### config.mk
export PLATFORM = sky130hd
export DESIGN_NAME = regfile_2w2r_sb
export DESIGN_NICKNAME = d
export VERILOG_FILES = /design/src/rtl/regfile_2w2r_sb_pkg.sv /design/src/rtl/regfile_scoreboard.sv /design/src/rtl/regfile_2w2r_sb.sv
export SDC_FILE = /design/constraint.sdc
export NUM_CORES = 1
export LEC_CHECK = 0
export CORE_ASPECT_RATIO = 0.7
export CORE_UTILIZATION = 60
export DETAILED_ROUTE_END_ITERATION = 7
export PLACE_DENSITY_LB_ADDON = 0.15
export SETUP_SLACK_MARGIN = 0.15
export SYNTH_ARGS = -nofsm -noshare
export SYNTH_HDL_FRONTEND = slang
export SYNTH_HIERARCHICAL = 1
export SYNTH_SLANG_ARGS = --single-unit
### constraint.sdc
create_clock -name clk -period 3.6 [get_ports clk]
set_input_delay 0.54 -clock clk [delete_from_list [all_inputs] [get_ports clk]]
set_output_delay 0.54 -clock clk [all_outputs]
set_load 0.005 [all_outputs]
### src/rtl/regfile_2w2r_sb_pkg.sv
// Shared constants and helpers for the two-write/two-read register file
// and its busy scoreboard.
package regfile_2w2r_sb_pkg;

  localparam int DEFAULT_WIDTH = 8;
  localparam int DEFAULT_DEPTH = 16;

  typedef enum logic {
    WPORT_W0 = 1'b0,
    WPORT_W1 = 1'b1
  } wport_e;

  // W1 carries the long-latency result the scoreboard waits on, so it wins.
  localparam wport_e WR_PRIO = WPORT_W1;

  function automatic int clog2(input int value);
    int result;
    result = 0;
    for (int v = value - 1; v > 0; v = v >> 1) begin
      result++;
    end
    return result;
  endfunction

endpackage

### src/rtl/regfile_scoreboard.sv
// Per-register busy bits: set by a reservation, cleared by a W1 writeback,
// with set winning when both target the same register in one cycle.
module regfile_scoreboard
  import regfile_2w2r_sb_pkg::*;
#(
  parameter int DEPTH     = DEFAULT_DEPTH,
  parameter bit ZERO_REG0 = 1'b0,
  localparam int ADDR_W   = clog2(DEPTH)
) (
  input  logic              clk,
  input  logic              arst_n,
  input  logic              rsv_en,
  input  logic [ADDR_W-1:0] rsv_addr,
  input  logic              clr_en,
  input  logic [ADDR_W-1:0] clr_addr,
  input  logic [ADDR_W-1:0] ra_addr,
  input  logic [ADDR_W-1:0] rb_addr,
  output logic              ra_busy,
  output logic              rb_busy,
  output logic              any_busy
);

  logic [DEPTH-1:0] busy;
  logic [DEPTH-1:0] busy_next;

  // NOTE: every always_comb output gets a default first, so no path leaves it unassigned and no latch is inferred.
  always_comb begin
    busy_next = busy;
    if (clr_en) busy_next[clr_addr] = 1'b0;
    if (rsv_en) busy_next[rsv_addr] = 1'b1;
    if (ZERO_REG0) busy_next[0] = 1'b0;
  end

  // NOTE: sequential state uses non-blocking assignments so all flops update together at the edge.
  always_ff @(posedge clk or negedge arst_n) begin
    if (!arst_n) begin
      busy <= '0;
    end else begin
      busy <= busy_next;
    end
  end

  assign ra_busy  = busy[ra_addr];
  assign rb_busy  = busy[rb_addr];
  assign any_busy = |busy;

endmodule

### src/rtl/regfile_2w2r_sb.sv
// Register file with two synchronous write ports, two combinational read
// ports, optional write-to-read bypass, optional zero register and a busy scoreboard.
module regfile_2w2r_sb
  import regfile_2w2r_sb_pkg::*;
#(
  parameter int WIDTH     = DEFAULT_WIDTH,
  parameter int DEPTH     = DEFAULT_DEPTH,
  parameter bit ZERO_REG0 = 1'b0,
  parameter bit BYPASS    = 1'b1,
  localparam int ADDR_W   = clog2(DEPTH)
) (
  input  logic              clk,
  input  logic              arst_n,
  input  logic              w0_en,
  input  logic [ADDR_W-1:0] w0_addr,
  input  logic [WIDTH-1:0]  w0_data,
  input  logic              w1_en,
  input  logic [ADDR_W-1:0] w1_addr,
  input  logic [WIDTH-1:0]  w1_data,
  input  logic              rsv_en,
  input  logic [ADDR_W-1:0] rsv_addr,
  input  logic [ADDR_W-1:0] ra_addr,
  input  logic [ADDR_W-1:0] rb_addr,
  output logic [WIDTH-1:0]  ra_data,
  output logic [WIDTH-1:0]  rb_data,
  output logic              ra_busy,
  output logic              rb_busy,
  output logic              any_busy,
  output logic              wr_conflict
);

  localparam bit W1_WINS = (WR_PRIO == WPORT_W1);

  logic [WIDTH-1:0] mem [DEPTH];
  logic             w0_act;
  logic             w1_act;
  logic             rsv_act;

  // With a zero register, any access to address 0 is dropped at the source.
  assign w0_act  = w0_en  && !(ZERO_REG0 && (w0_addr  == '0));
  assign w1_act  = w1_en  && !(ZERO_REG0 && (w1_addr  == '0));
  assign rsv_act = rsv_en && !(ZERO_REG0 && (rsv_addr == '0));

  // NOTE: the storage array sits on the async reset because every register must read 0 after reset.
  always_ff @(posedge clk or negedge arst_n) begin
    if (!arst_n) begin
      for (int i = 0; i < DEPTH; i++) begin
        mem[i] <= '0;
      end
      wr_conflict <= 1'b0;
    end else begin
      for (int i = 0; i < DEPTH; i++) begin
        if (w1_act && (w1_addr == ADDR_W'(i)) &&
            (W1_WINS || !(w0_act && (w0_addr == ADDR_W'(i))))) begin
          mem[i] <= w1_data;
        end else if (w0_act && (w0_addr == ADDR_W'(i))) begin
          mem[i] <= w0_data;
        end
      end
      wr_conflict <= w0_act && w1_act && (w0_addr == w1_addr);
    end
  end

  logic [ADDR_W-1:0] rd_addr [2];
  assign rd_addr[0] = ra_addr;
  assign rd_addr[1] = rb_addr;

  for (genvar p = 0; p < 2; p++) begin : g_rd
    logic [WIDTH-1:0] data;
    // The higher-priority port is applied last so it overrides a double hit.
    always_comb begin
      data = mem[rd_addr[p]];
      if (BYPASS) begin
        if (W1_WINS) begin
          if (w0_act && (w0_addr == rd_addr[p])) data = w0_data;
          if (w1_act && (w1_addr == rd_addr[p])) data = w1_data;
        end else begin
          if (w1_act && (w1_addr == rd_addr[p])) data = w1_data;
          if (w0_act && (w0_addr == rd_addr[p])) data = w0_data;
        end
      end
      if (ZERO_REG0 && (rd_addr[p] == '0)) data = '0;
    end
  end

  assign ra_data = g_rd[0].data;
  assign rb_data = g_rd[1].data;

  regfile_scoreboard #(
    .DEPTH     (DEPTH),
    .ZERO_REG0 (ZERO_REG0)
  ) u_scoreboard (
    .clk      (clk),
    .arst_n   (arst_n),
    .rsv_en   (rsv_act),
    .rsv_addr (rsv_addr),
    .clr_en   (w1_act),
    .clr_addr (w1_addr),
    .ra_addr  (ra_addr),
    .rb_addr  (rb_addr),
    .ra_busy  (ra_busy),
    .rb_busy  (rb_busy),
    .any_busy (any_busy)
  );

endmodule

==> results.md, run 1 <==
- Pleak: around 5 nW
- Hpwl dp: 22100 um
- Crit path buf inv count: 3
- Placed Area: 10800 um2
- Worst hold path class: input port to async pin
- DRT Wirelength: 31700 um
- Largest stage delay, worst path: 0.57 ns
- Post-synth top area share: 0.365
- Clk_lat worst skew: 0.43 ns
- Max-cap violations: 0
- Largest net degree at the start of global routing: 71
- IO buf count: 60
- Setup Crit Path Kind: input port to output port
- Root buf cell: clkbuf_16
- Chip Width: about 160 um
- Final hold violations: 0
- FF-to-FF End: mem[46]
- RSZ-0062 raised after global routing: no
- Final setup violation count: 0
- Row cnt: 38
- Fin crit period: 3.36 ns
- Syn. warnings: 6
- Router iterations before antenna repair: 6
- Metal-1 WL: between 10000 and 15000 um
- TNS Setup: 0 ns
- Final non-filler cell area: 11500 um2
- ANT cells: 0
- Post-Synthesis Cells: between 900 and 1000
- Clock H-tree levels: 4
- Setup crit start kind: input port
- Initial antenna violation count: 1
- Number of enable flip-flop cells after synthesis: 0
- Max stage delay cell, worst path: mux4_1
- Clk buf depth: 2
- Worst Path Max Fanout: 13
- Synth cell types: 40
- Worst-Margin Slew: 0.756 ns
- DR top layer: met4
- Synth Area per Inst: slightly above 10 um2
- FMAX: approximately 300 MHz
- Number of I/O pins: 61
- Starting density of the core: 0.627
- GRT Total Usage: 0.393
- RePlAce Congestion: 0.965
- Cell taking the most area after synthesis: dfrtp_1
- Vias in the first global route: 7899
- Worst Path Required: between 3 and 4 ns
- Placeable Area: 15800 um2
- Worst hold slack: 0.0756 ns
- Clock-pin slew on the worst setup and hold paths: 0.07 ns
- CTS Buf Count: 17
- Die area: 17100 um2
- Peak VDD IR: 0.361 mV
- Syn_nets: 1020
- Clk_skew: 0 ns
- Hold_buf cts: 0
- Share of cells above drive strength 1: 0.144
- Critical Path AT: 2.82 ns
- DR WL met2: 13500 um
- Worst path depth: 7
- Metal3 WL: 4030 um
- Sink Count: 145
- Reg2reg path depth: 2
- Final core utilization: 0.726
- FF+latch count, synth: 145
- Max-slew headroom: 0.496
- Dpl ws: 0.0229 ns
- Post-synth top flop: dfrtp_1
- Mapped Area: 9930 um2
- DR vias/cell: 6.66
- Die height: 110 um
- Max Slew Vio Count: 0
- Reg2reg setup slack: 2.75 ns
- Residual DRC count: 0
- Seq/Total Area, Yosys: 0.365
- Period utilisation layout: 0.934
- Async S/R FF share, synth: 1.00
- Critical-path cell list: dlygate4sd2_1 > buf_12 > mux4_1 > mux4_2 > nand3_1 > o211ai_1 > clkdlybuf4s50_1
- Post-route setup slack: 0.236 ns
- Total gr overflow: 0
- Main area contributors after synthesis: dfrtp_1, mux2i_1, mux4_1
- Worst setup EP type: output port
- Family with the most delay on the worst path: multiplexers
- First-pass GRT wire length: 48200 um
- Post-route ant nets: 0
- Status: complete, no violations
- Worst R2R Start: mem[46]
- DRT iter0 DRCs: 1039
- CTS tree: built
- Pwr dens: 513 nW/um2
- P&R area growth vs syn: 15.8%
- Via Count: around 8400
- Wire per inst: 25.2 um
- Final net count: between 1000 and 1500
cells by family (layout without fill, tap and decap cells):
kind of cell              count (synthesis)  count (layout)  synth area share
and+or+nand+nor                         264             264             0.122
buffers and inverters                    96             155            0.0485
muxes                                   236             236             0.331
AOI/OAI and AO/OA                       218             218             0.116
xor gates and xnor gates                 20              20            0.0176
DFF                                     145             145             0.365
synthesized netlist by cell type, drive strengths merged (6+ instances only):
cell type,number
o21ai,121
and3,18
a221oi,14
nand2,92
buf,56
a21oi,80
mux4,60
nand3b,7
mux2i,162
xor2,15
mux2,14
dfrtp,145
nand3,15
nor2,92
nor4,6
nand2b,9
clkbuf,39
what timing repair did:
item,in CTS,in global routing
resized for setup,2,4
pin swaps,0,0
setup buffers,2,0
setup endpoints to repair,9,7
cloned,1,0
hold endpoints to repair,0,0
state kept, by name, summed over array words and instances (netlist names):
signal             count
u_scoreboard/busy     16
mem                  128
wr_conflict            1
through the flow:
step	cells	power (W)
final	1258	0.00590
after global routing	1258	0.00613
after global placement	1223	0.00398
after CTS	1258	0.00586
after detailed placement	1223	0.00404
after floorplan	979	0.00336
metal layers:
layer  vias to the layer above  track usage
li1                       3701            -
met1                      4083        0.556
met2                       522        0.572
met3                        70        0.131
met4                         0        0.123
met5                         -            0
power breakdown:
part / internal (W) / total [W] / switching (W)
Clock: 0.00105 / 0.00181 / 0.000763
Sequential: 0.00204 / 0.00239 / 0.000349
Combinational: 0.000904 / 0.00170 / 0.000794
layout make-up:
cell class | count | area [um2]
multi-input cells | 738 | 5850
fillers | 1185 | 4330
flip-flops and latches | 145 | 3630
repair buffers | 122 | 1150
clock buffers | 18 | 439
well taps | 220 | 275
clock inverters | 14 | 153
inverters | 1 | 3.75
worst register-to-register path: cells and delay by family, from the launching register on:
family	cells	cell delay, ns
AOI/OAI and AO/OA	1	0.10
DFF	1	0.43
muxes	1	0.18
placed cells by master, fill, tap and decap left out, types with 6 or more instances in the layout:
master and count:
a21oi_1 80, a221oi_1 13, and3_1 18, buf_12 6, buf_4 54, clkbuf_16 17
clkdlybuf4s50_1 52, dfrtp_1 145, mux2_2 14, mux2i_1 162, mux4_1 41, mux4_2 19
nand2_1 92, nand2b_1 9, nand3_1 15, nand3b_1 7, nor2_1 83, nor2_2 9
o21ai_0 106, o21ai_1 14, xor2_1 15
worst max-delay path by stage:
stage	from	to	slack, ns
finish	ra_addr[0]	ra_data[6]	0.24
global route	rb_addr[2]	rb_data[4]	0.16
CTS	rb_addr[0]	rb_data[6]	0.14
detailed placement	rb_addr[0]	rb_data[6]	0.02
global placement	rb_addr[0]	rb_data[6]	0.09
floorplan	ra_addr[1]	ra_data[0]	1.22
Note: power is estimated with default switching activity, not from simulation.
==> run 2, diff against run 1 <==
CORE_ASPECT_RATIO = 0.5   (was 0.7)
SLEW_MARGIN = 20   (was not set)
==> results.md, run 2 (synthesis gave the netlist of run 1 again) <==
- DR top layer: met5
- Commonest cells after routing, fill and taps aside: mux2i_1, dfrtp_1, o21ai_0
- Starting density of the core: 0.630 (+0.00229)
- IO buf count: 60 (unchanged)
- Metal-1 WL: 12800 um (-3.8%)
- Biggest regs: mem: 128 flops, u_scoreboard/busy: 16 flops, wr_conflict: 1 flops
- Die height: 93.0 um (-15%)
- Max stage delay cell, worst path: clkdlybuf4s50_1
- Worst setup EP type: output port
- Via Count: 8636 (+3.1%)
- Initial antenna violation count: 2 (+1)
- First-pass GRT wire length: 49500 um (+2.8%)
- Row cnt: 32 (-16%)
- Router iterations before antenna repair: 6 (unchanged)
- P_int: 0.00384 W (-3.8%)
- Clock H-tree levels: 4 (unchanged)
- Final core utilization: 0.730 (+0.00392)
- Root buf cell: clkbuf_16
- Period utilisation layout: 0.950 (+0.0154)
- Placed Area: 10900 um2 (+0.59%)
- Final Total Pwr: 0.00578 W (-2.0%)
- Switching part of the total: 0.336 (+0.0124)
- Sink Count: 145 (unchanged)
- Pwr dens: 502 nW/um2 (-2.1%)
- Clock power share: 0.292 (-0.015)
- Critical-path cell list: clkdlybuf4s50_1 > buf_12 > nor2b_1 > buf_4 > a221oi_2 > o21ai_0 > and3_1 > o21ai_1 > clkdlybuf4s50_1
- Residual DRC count: 0 (unchanged)
- DRT Wirelength: 32700 um (+3.3%)
- Status: complete, no violations
- Largest stage delay, worst path: 0.52 ns (-0.05 ns)
- DRT iter0 DRCs: 1265 (+22%)
- Critical Path AT: 2.88 ns (+0.06 ns)
- Clk_lat worst skew: 0.43 ns (about the same)
- Family with the most delay on the worst path: buffers and inverters
- Total gr overflow: 0 (unchanged)
- Gate power share: 0.297 (+0.009)
- Metal3 WL: 4530 um (+12%)
- Final net count: 1071 (+0.47%)
- ANT cells: 0 (unchanged)
- Max-slew headroom: 0.460 (-0.0361)
- Final non-filler cell area: 11500 um2 (+0.17%)
- Chip Width: 184 um (+18%)
- Clk buf depth: 2 (unchanged)
- Crit path buf inv count: 4 (+1)
- Most common cell on crit path: clkdlybuf4s50_1
- Largest net degree at the start of global routing: 57 (-20%)
- NetSw: 0.00194 W (+1.8%)
- Max FFs per register: 128 (unchanged)
- Share of cells above drive strength 1: 0.154 (+0.0108)
- Sequential fraction of design power: 0.411 (+0.006)
- Worst-Margin Slew: 0.810 ns (+0.0541 ns)
- Max-cap violations: 0 (unchanged)
- Final hold violations: 0 (unchanged)
- Worst hold path class: input port to async pin
- Die area: 17100 um2 (+0.14%)
- Wire per inst: 25.9 um (+2.8%)
- Hpwl dp: 22700 um (+2.5%)
- Clk_skew: 0 ns (unchanged)
- RePlAce Congestion: 0.985 (+2.1%)
- Final setup violation count: 0 (unchanged)
- Top reg by flops: mem
- GRT Total Usage: 0.403 (+0.0101)
- P&R area growth vs syn: 16.0%
- FMAX: 292 MHz (-1.6%)
- RSZ-0062 raised after global routing: yes
- CTS Buf Count: 17 (unchanged)
- Fin crit period: 3.42 ns (+0.0554 ns)
- Pleak: 4.90 nW (+0.13%)
- Max Slew Vio Count: 0 (unchanged)
- Commonest non-fill, non-tap cell in the layout: mux2i_1
- Worst hold slack: 0.0564 ns (-0.0193 ns)
- DR vias/cell: 6.83 (+2.6%)
- Worst Path Required: 3.06 ns (about the same)
- Number of I/O pins: 61 (unchanged)
- CTS tree: built
- Clock-pin slew on the worst setup and hold paths: 0.07 ns (about the same)
- Worst Path Max Fanout: 12 (-1)
- Setup crit start kind: input port
- Layout fillers: 1153 (-2.7%)
- Post-route ant nets: 0 (unchanged)
- Setup Crit Path Kind: input port to output port
- Placeable Area: 15800 um2 (-0.36%)
- Vias in the first global route: 8251 (+4.5%)
- DR WL met2: 14200 um (+4.9%)
- TNS Setup: 0 ns (unchanged)
- Peak VDD IR: 0.370 mV (+2.4%)
==> run 2: changes by cell type in the layout (fill, tap and decap cells not counted), moves of 2 or more <==
cell       delta
a221oi_1      -2
buf_12        +2
a221oi_2      +2
bufinv_16     -2
buf_4         +5
inv_8         +2
==> run 2: area by class of cell <==
class | count | area (um2) | share of cell area
Tap cell | 221 | 277 | 0.0240
Multi-Input combinational cell | 738 | 5880 | 0.510
Clock inverter | 15 | 124 | 0.0108
Clock buffer | 17 | 425 | 0.0369
Inverter | 1 | 3.75 | 0.000326
Sequential cell | 145 | 3630 | 0.315
Timing Repair Buffer | 127 | 1180 | 0.103
==> run 2: per-stage QoR <==
| stage | setup WS [ns] | std cells |
|---|---|---|
| 2_1_floorplan | 1.22 | 979 |
| 3_5_place_dp | -0.139 | 1229 |
| 4_1_cts | 0.133 | 1264 |
| 6_report | 0.180 | 1264 |
| 3_3_place_gp | -0.109 | 1229 |
| 5_1_grt | 0.117 | 1264 |
==> run 2: routing by layer <==
| metal | vias up | track usage |
|---|---|---|
| li1 | 3706 | - |
| met1 | 4168 | 0.561 |
| met2 | 630 | 0.601 |
| met3 | 128 | 0.114 |
| met4 | 4 | 0.157 |
| met5 | - | 0 |
==> run 2: path summary, 6_finish.rpt <==
path,from,endpoint,slack (ns),cells past startpoint
worst max-delay path,rb_addr[0],rb_data[4],0.18,9
max in group asynchronous,arst_n,mem[15],2.67,2
worst max register to register,mem[1],mem[1],2.75,2
min in group clk,u_scoreboard/busy[4],u_scoreboard/busy[4],0.59,2
worst min-delay path,arst_n,u_scoreboard/busy[14],0.06,1
worst min register to register,u_scoreboard/busy[4],u_scoreboard/busy[4],0.59,2
==> run 2: power groups by stage <==
| stage | registers [W] | clock network (W) | logic [W] |
|---|---|---|---|
| 3_5_place_dp | 0.00238 | 0 | 0.00166 |
| 4_1_cts | 0.00236 | 0.00170 | 0.00168 |
| 3_3_place_gp | 0.00235 | 0 | 0.00162 |
| 5_1_grt | 0.00242 | 0.00177 | 0.00183 |
| 2_1_floorplan | 0.00226 | 0 | 0.00110 |
| 6_report | 0.00238 | 0.00169 | 0.00172 |
==> run 2: timing repair <==
| action | CTS | global route |
|---|---|---|
| endpoints found under the hold margin | 0 | 0 |
| setup endpoints to repair | 13 | 15 |
| buffers inserted | 3 | 0 |
| hold buffers | 0 | 0 |
| gates resized for setup | 3 | 11 |
==> run 2: worst reg2reg max path, delay by kind of cell, from the launching register on <==
kind	cells	cell delay [ns]
DFF	1	0.41
muxes	1	0.17
AOI/OAI and AO/OA	1	0.11
